[src/rtl/cpu_bus_write_capture.sv]
// rtl/cpu_bus_write_capture.sv - NES CPU bus sampler that turns completed $8000-$FFFF writes into a one-clock strobe.
// Optional feature macro: BUS_CONFLICT_EN (committed data = cpu data AND flash data).
module cpu_bus_write_capture #(
  parameter int          SYNC_STAGES     = 2,
  parameter int          MIN_HIGH_CYCLES = 3,
  parameter logic [7:0]  RESET_BANK      = 8'h00
) (
  input  logic        clk,
  input  logic        rst_n,
  input  logic        m2,
  input  logic        romsel,
  input  logic        cpu_rw_in,
  input  logic [14:0] cpu_addr_in,
  input  logic [7:0]  cpu_data_in,
  input  logic [7:0]  rom_data_in,
  output logic        wr_strobe,
  output logic [14:0] wr_addr,
  output logic [7:0]  wr_data,
  output logic [7:0]  bank,
  output logic [7:0]  glitch_count
);

  typedef enum logic [2:0] {IDLE, COUNT, ARMED, COMMIT, IGNORE} state_t;

  localparam logic [4:0] MIN_W = 5'(MIN_HIGH_CYCLES);

  state_t state_q, state_d;
  logic [SYNC_STAGES-1:0] m2_sync_q, romsel_sync_q, rw_sync_q;
  logic [14:0] addr_pipe_q [SYNC_STAGES];
  logic [7:0]  data_pipe_q [SYNC_STAGES];
  logic        m2_s, romsel_s, rw_s;
  logic [14:0] addr_al;
  logic [7:0]  data_al;
  logic [3:0]  cnt_q, cnt_d;
  logic [4:0]  cnt_inc;
  logic [14:0] cap_addr_q;
  logic [7:0]  cap_data_q;
  logic [14:0] wr_addr_q;
  logic [7:0]  wr_data_q, bank_q, glitch_q;
  logic        capture_en, glitch_inc, reached, write_cycle;

  assign m2_s     = m2_sync_q[SYNC_STAGES-1];
  assign romsel_s = romsel_sync_q[SYNC_STAGES-1];
  assign rw_s     = rw_sync_q[SYNC_STAGES-1];
  assign addr_al  = addr_pipe_q[SYNC_STAGES-1];

`ifdef BUS_CONFLICT_EN
  logic [7:0] rom_pipe_q [SYNC_STAGES];
  // Unprotected boards: the flash drives the bus too, so the bits AND together.
  assign data_al = data_pipe_q[SYNC_STAGES-1] & rom_pipe_q[SYNC_STAGES-1];

  always_ff @(posedge clk or negedge rst_n) begin
    if (!rst_n) begin
      for (int i = 0; i < SYNC_STAGES; i++) rom_pipe_q[i] <= '0;
    end else begin
      rom_pipe_q[0] <= rom_data_in;
      for (int i = 1; i < SYNC_STAGES; i++) rom_pipe_q[i] <= rom_pipe_q[i-1];
    end
  end
`else
  logic rom_data_unused;
  assign rom_data_unused = ^rom_data_in;
  assign data_al = data_pipe_q[SYNC_STAGES-1];
`endif

  // Address/data pipelines match the control synchronizer depth to stay aligned.
  always_ff @(posedge clk or negedge rst_n) begin
    if (!rst_n) begin
      m2_sync_q     <= '0;
      romsel_sync_q <= '0;
      rw_sync_q     <= '0;
      for (int i = 0; i < SYNC_STAGES; i++) begin
        addr_pipe_q[i] <= '0;
        data_pipe_q[i] <= '0;
      end
    end else begin
      m2_sync_q      <= {m2_sync_q[SYNC_STAGES-2:0], m2};
      romsel_sync_q  <= {romsel_sync_q[SYNC_STAGES-2:0], romsel};
      rw_sync_q      <= {rw_sync_q[SYNC_STAGES-2:0], cpu_rw_in};
      addr_pipe_q[0] <= cpu_addr_in;
      data_pipe_q[0] <= cpu_data_in;
      for (int i = 1; i < SYNC_STAGES; i++) begin
        addr_pipe_q[i] <= addr_pipe_q[i-1];
        data_pipe_q[i] <= data_pipe_q[i-1];
      end
    end
  end

  assign cnt_inc     = {1'b0, cnt_q} + 5'd1;
  assign reached     = (cnt_inc >= MIN_W);
  assign write_cycle = !romsel_s && !rw_s;

  always_ff @(posedge clk or negedge rst_n) begin
    if (!rst_n) state_q <= IDLE;
    else        state_q <= state_d;
  end

  always_comb begin
    state_d = state_q;
    case (state_q)
      IDLE:    if (m2_s) state_d = COUNT;
      COUNT: begin
        if (!m2_s)        state_d = IDLE;
        else if (reached) state_d = write_cycle ? ARMED : IGNORE;
      end
      ARMED: begin
        if (rw_s || (romsel_s && m2_s)) state_d = IGNORE;
        else if (!m2_s)                 state_d = COMMIT;
      end
      COMMIT:  state_d = m2_s ? COUNT : IDLE;
      IGNORE:  if (!m2_s) state_d = IDLE;
      default: state_d = IDLE;
    endcase
  end

  always_comb begin
    wr_strobe  = (state_q == COMMIT);
    capture_en = 1'b0;
    glitch_inc = 1'b0;
    cnt_d      = cnt_q;
    case (state_q)
      IDLE:   cnt_d = m2_s ? 4'd1 : 4'd0;
      COUNT: begin
        if (!m2_s) begin
          glitch_inc = ({1'b0, cnt_q} < MIN_W);
        end else begin
          cnt_d      = (cnt_q == 4'hF) ? cnt_q : cnt_inc[3:0];
          capture_en = reached && write_cycle;
        end
      end
      ARMED:  capture_en = m2_s && write_cycle;
      COMMIT: cnt_d = m2_s ? 4'd1 : 4'd0;
      default: ;
    endcase
  end

  always_ff @(posedge clk or negedge rst_n) begin
    if (!rst_n) begin
      cnt_q      <= '0;
      cap_addr_q <= '0;
      cap_data_q <= '0;
      wr_addr_q  <= '0;
      wr_data_q  <= '0;
      bank_q     <= RESET_BANK;
      glitch_q   <= '0;
    end else begin
      cnt_q <= cnt_d;
      if (capture_en) begin
        cap_addr_q <= addr_al;
        cap_data_q <= data_al;
      end
      if (state_q == COMMIT) begin
        wr_addr_q <= cap_addr_q;
        wr_data_q <= cap_data_q;
        bank_q    <= cap_data_q;
      end
      if (glitch_inc && glitch_q != 8'hFF) glitch_q <= glitch_q + 8'd1;
    end
  end

  assign wr_addr      = wr_addr_q;
  assign wr_data      = wr_data_q;
  assign bank         = bank_q;
  assign glitch_count = glitch_q;

endmodule

[config.mk]
export PLATFORM = sky130hd
export DESIGN_NAME = cpu_bus_write_capture
export DESIGN_NICKNAME = d
export VERILOG_FILES = /design/src/rtl/cpu_bus_write_capture.sv
export SDC_FILE = /design/constraint.sdc
export NUM_CORES = 1
export LEC_CHECK = 0
export BUFFER_PORTS_ARGS = -buffer_cell sky130_fd_sc_hd__buf_2
export CAP_MARGIN = 10
export CORE_MARGIN = 5
export CORE_UTILIZATION = 30
export CTS_BUF_LIST = sky130_fd_sc_hd__clkbuf_8
export CTS_CLUSTER_SIZE = 28
export DETAILED_ROUTE_END_ITERATION = 6
export PLACE_DENSITY = 0.58
export SYNTH_ARGS = -nofsm -noshare
export SYNTH_HDL_FRONTEND = slang
export SYNTH_SLANG_ARGS = --single-unit
export TNS_END_PERCENT = 20
[constraint.sdc]
create_clock -name clk -period 3.1 [get_ports clk]
set_input_delay 0.155 -clock clk [delete_from_list [all_inputs] [get_ports clk]]
set_output_delay 0.155 -clock clk [all_outputs]
set_load 0.01 [all_outputs]
==> impl_metrics.ini, run 1 <==
[layout]
nFillCells = 1242
drive_gt1_share_pct = 42.9
final_nets = 391
final_util_pct = 39.9
diodes = 0
fin_area_sq_um = 5300
area_growth_pct = 29.5

[logic_synthesis]
synth_top_cells_by_count = dfrtp_1 (113), mux2_2 (28), mux2_4 (20)
synth-async-reset-ratio_pct = 100
netlist_area_sq_um = 4090
ys.flop_type = dfrtp_1
yosysTopAreaCellShare_pct = 69.1
postSynthCellCount = 252
synth_edf_count = 0
synth.area.top_cells = dfrtp_1 (69%), mux2_2 (7.7%), mux2_4 (7.3%)
synth_top_area_cell = dfrtp_1
yosysMostFrequentCell = dfrtp_1
synth-seq-cells = 113
avgSynthCellArea_sq_um = 16.2
yosysUniqueCellTypes = 41
seq_area_frac_synth_pct = 69.1
yosys_warnings = 0
syn-num-nets = 291

[global_route]
track_usage_pct = 9.33
overflow = 0
antenna_found_initial = 0
first_global_vias = 2382
grt_pass1_wl_mm = 11.9
grt_start_max_net_pins = 64

[sta]
fin_crit_ps = 2180
rsz0062_at_grt = no
relSlewSlack_pct = 46.5
clock_skew_ps = 9.38
final.period_utilization_pct = 70.3
worst_pin_slew_ps = 803
setup_violations = 0
slew_viol_final = 0
tns_ps = 0
final-hold-violation-count = 0
layout_setup_ws_ps = 921
fmax_mhz = 459
fin_hold_ws_ps = 346

[outcome]
status = complete, no violations

[detailed_routing]
via_count = 2264
wl_per_cell_um = 12.9
first_iter_violations = 102
drc = 0
totalWireLength_mm = 6.95
viasPerCell = 4.19
drt.antenna.violating_nets = 0
dr.pass1.iters = 5

[worst_setup_path]
criticalPathCategory = register to register
timing.rr.start = cnt_q[0]$_DFFE_PN0P_
crit_path_start_kind = register
crit_fanout = 23
crit_path_end_kind = register
cp.arrival_ps = 2460
worstPathRequired_ps = 3380
critPathLaunch = cnt_q[0]$_DFFE_PN0P_

[placement]
routabilityCongestion = 0.716
hpwl_mm = 4.34
placed_area_sq_um = 4550
pre_cts_slack_ps = 924
io_buffers = 67

[die]
dieArea_sq_um = 16100
fp.dieW_um = 127
rows = 42
io_pins = 76
coreArea_sq_um = 13300
die_h_um = 127
initial_core_util_pct = 30.8

[worst_hold_path]
min-delay-path-class = register to register
worstHoldStart = addr_pipe_q[22]$_DFF_PN0_

[cts]
clk_pin_slew_worst_paths_ps = 70
cts_inserted_buffers = 17
cts_tree = yes
postCtsSetupRepairBufs = 0
root_buffer = clkbuf_8
clk_path_buf_depth = 2
h-tree-depth = 4
cts_sinks = 113
clk_latency_ps = 400

[power]
power_density_nw_per_um2 = 873
p_leak_nw = 2.60
vdd_drop_max_v = 0.000416

[job]
maxCapViolCount = 0
## worst paths after layout
| kind | end | slack (ps) | cells after the start |
|---|---|---|---|
| setup reg to reg | cap_data_q[0]$_DFFE_PN0P_ | 920 | 5 |
| max in group asynchronous | wr_addr[12]$_DFFE_PN0P_ | 1970 | 3 |
| hold / removal | addr_al[7]$_DFF_PN0_ | 350 | 0 |
| min in group asynchronous | wr_addr[3]$_DFFE_PN0P_ | 390 | 2 |
| hold reg to reg | addr_al[7]$_DFF_PN0_ | 350 | 0 |
| setup / recovery | cap_data_q[0]$_DFFE_PN0P_ | 920 | 5 |
## layout make-up
cell class,count,area (sq um),area share (%)
Clock buffer,22,303,5.71
Inverter,4,15.0,0.283
Clock inverter,9,178,3.35
Tap cell,176,220,4.15
Sequential cell,113,2830,53.4
Multi-Input combinational cell,120,1110,20.9
Timing Repair Buffer,96,648,12.2
## power by group
part | switching [mW] | leakage [nW] | internal, mW
Clock | 0.565 | 0.239 | 1.06
Combinational | 0.433 | 0.940 | 0.530
Sequential | 0.230 | 1.42 | 1.81
Total | 1.23 | 2.60 | 3.40
## stage by stage
| step | power [mW] | std cells |
|---|---|---|
| after floorplan | 2.70 | 252 |
| after global placement | 2.99 | 482 |
| after detailed placement | 3.02 | 482 |
| after CTS | 4.71 | 540 |
| after global routing | 4.90 | 540 |
| final | 4.63 | 540 |
## registers in the layout, summed over array words and instances (netlist names)
register       count
addr_al           15
addr_pipe_q       15
bank               8
cap_addr_q        15
cap_data_q         8
cnt_q              4
data_al            8
data_pipe_q        8
glitch_count       8
m2_sync_q          2
romsel_sync_q      2
rw_sync_q          2
state_q            3
wr_addr           15
## worst max-delay path, cell delays in order (launching register included)
cell	delay [ps]
dfrtp_1	440
ha_1	290
and2_1	170
a21oi_2	230
o311a_4	520
mux2_2	390
## per-layer routing
layer	vias up	routed length, um	track usage, %
li1	1062	-	-
met1	1144	3120	12.3
met2	48	3440	14.0
met3	10	275	3.28
met4	0	105	3.97
met5	-	0	0
## what timing repair did
item                                    4_1_cts  5_1_grt
endpoints found under the hold margin        88        0
hold buffers                                 27        0
gates resized for setup                       0        0
endpoints found under the setup margin        0        0
## kinds of logic after synthesis
family	share of synthesized area, %
AOI/OAI and AO/OA	2.87
xor gates and xnor gates	1.50
adders and majority gates	0.918
buffers and inverters	3.79
DFF	69.1
muxes	15.0
and+or+nand+nor	6.76
## cells in the final DEF (no fill, tap or decap), types with 2 or more instances in the layout
cell,n
nor3_1,6
mux2_2,28
bufinv_16,5
xor2_1,7
clkinvlp_4,2
ha_1,3
a21oi_1,5
nand3_1,5
inv_1,5
buf_12,2
nor2_1,8
dfrtp_1,113
nand2_1,10
o21ai_0,3
buf_2,66
mux2_4,20
clkbuf_8,22
dlygate4sd3_1,27
(Power assumes the default switching activity.)
==> inputs of run 2 (changes only) <==
--- a/config.mk
+++ b/config.mk
@@ -12,7 +12,7 @@
 export CTS_BUF_LIST = sky130_fd_sc_hd__clkbuf_8
 export CTS_CLUSTER_SIZE = 28
 export DETAILED_ROUTE_END_ITERATION = 6
-export PLACE_DENSITY = 0.58
+export PLACE_DENSITY = 0.6
 export SYNTH_ARGS = -nofsm -noshare
 export SYNTH_HDL_FRONTEND = slang
 export SYNTH_SLANG_ARGS = --single-unit
==> constraint.sdc (replaced) <==
create_clock -name clk -period 1.88 [get_ports clk]
set_input_delay 0.094 -clock clk [delete_from_list [all_inputs] [get_ports clk]]
set_output_delay 0.094 -clock clk [all_outputs]
set_load 0.01 [all_outputs]
==> run 2 against run 1 <==
Effect of this change:
- power is 55% higher
- clock power is 24% higher
- wire length is 2.6% higher
- combinational power is 86% higher
- flip-flop and latch count stayed put
- worst hold slack worse by 130 ps
- first-iteration DRC count is 18% lower
==> impl_metrics.ini, run 2 (synthesis results as in run 1) <==
[outcome]
status = complete, no violations

[worst_setup_path]
crit_fanout = 10
timing.rr.start = cnt_q[0]$_DFFE_PN0P_
timing.rr.end = cap_addr_q[6]$_DFFE_PN0P_
cp.arrival_ps = 2150
crit_path_end_kind = register
r2r_cells = 7
r2r_slack_ps = 30
crit_end = cap_addr_q[6]$_DFFE_PN0P_
critPathLaunch = cnt_q[0]$_DFFE_PN0P_
crit_path_start_kind = register
criticalPathCategory = register to register
worstPathRequired_ps = 2180

[sta]
setup_violations = 0
slew_viol_final = 0
final.period_utilization_pct = 98.3
rsz0062_at_grt = yes
worst_pin_slew_ps = 575
clock_skew_ps = 9.24
final-hold-violation-count = 0
fin_crit_ps = 1850
tns_ps = 0
fmax_mhz = 541
layout_setup_ws_ps = 32.5
relSlewSlack_pct = 61.7

[cts]
root_buffer = clkbuf_8
cts_tree = yes
clk_latency_ps = 420
clk_path_buf_depth = 2
cts_inserted_buffers = 17
cts_sinks = 113
clk_pin_slew_worst_paths_ps = 70
h-tree-depth = 4

[placement]
hpwl_mm = 4.64
routabilityCongestion = 0.706
pre_cts_slack_ps = -63.1
io_buffers = 67
placed_area_sq_um = 4660

[power]
power_mw = 7.15
p_leak_nw = 2.62
vdd_drop_max_v = 0.000623
power_density_nw_per_um2 = 1330

[die]
fp.dieW_um = 127
rows = 42
dieArea_sq_um = 16100
io_pins = 76
die_h_um = 127
coreArea_sq_um = 13300
initial_core_util_pct = 30.8

[global_route]
grt_pass1_wl_mm = 12.4
track_usage_pct = 9.72
grt_start_max_net_pins = 44
first_global_vias = 2578
antenna_found_initial = 0
overflow = 0

[detailed_routing]
wl_per_cell_um = 12.9
drt.antenna.violating_nets = 0
drc = 0
viasPerCell = 4.23
via_count = 2346
dr.pass1.iters = 4
totalWireLength_mm = 7.13
first_iter_violations = 84

[worst_hold_path]
min-delay-path-class = input pin to async pin

[layout]
final_common_cell = dfrtp_1
final_util_pct = 40.4
diodes = 0
final_nets = 404
final_cell_mix = dfrtp_1 (113), buf_2 (66), mux2_2 (28)
drive_gt1_share_pct = 46.3
area_growth_pct = 31.2
fin_area_sq_um = 5370

[job]
maxCapViolCount = 0
run 2: cell count changes in the layout (fill, tap and decap cells not counted), sizes merged:
| cell | previous run | this run |
|---|---|---|
| inv | 5 | 8 |
| clkinvlp | 2 | 5 |
| bufinv | 5 | 1 |
| clkinv | 1 | 5 |
| buf | 69 | 82 |
| clkbuf | 22 | 17 |
run 2: layer usage:
metal	vias to the layer above	wire (um)	GRT usage, %
li1	1096	-	-
met1	1178	3150	11.5
met2	61	3510	15.7
met3	11	366	3.95
met4	0	101	3.97
met5	-	0	0
run 2: area by class of cell:
cell class,count,area [sq um]
tap,176,220
multi-input combinational,120,1160
fill,1240,7930
inverter,4,15.0
sequential,113,2830
clock inverter,15,121
timing repair buffer,109,791
clock buffer,17,234
run 2: through the flow:
stage	std cells	hold slack, ps
floorplan	252	-202
global placement	492	129
detailed placement	492	136
CTS	554	212
global route	554	253
finish	554	215
run 2: critical path, cell delays in order, from the launching register on:
cell and delay [ps]:
dfrtp_1 420, buf_6 140, ha_4 170, nor2_4 140, a21oi_4 50, o311a_4 350, buf_12 170, mux2_4 290
run 2: what timing repair did:
item,4_1_cts,5_1_grt
hold buffers,27,0
pin swaps,2,1
gates resized for setup,7,6
setup buffers,3,0
hold endpoints to repair,67,0
endpoints found under the setup margin,24,23
run 2: power by group:
part | internal, mW | switching [mW]
Clock | 1.03 | 0.987
Sequential | 2.98 | 0.369
Combinational | 1.00 | 0.787
Total | 5.01 | 2.14
run 2: how the worst min path moves through the flow:
stage / to / cells after the start / from / slack [ps]
floorplan: addr_al[0]$_DFF_PN0_ / 0 / rst_n / -200
global placement: addr_pipe_q[15]$_DFF_PN0_ / 1 / rst_n / 130
detailed placement: addr_pipe_q[15]$_DFF_PN0_ / 1 / rst_n / 140
CTS: wr_addr[4]$_DFFE_PN0P_ / 2 / rst_n / 210
global route: wr_addr[4]$_DFFE_PN0P_ / 2 / rst_n / 250
finish: addr_pipe_q[19]$_DFF_PN0_ / 2 / rst_n / 210
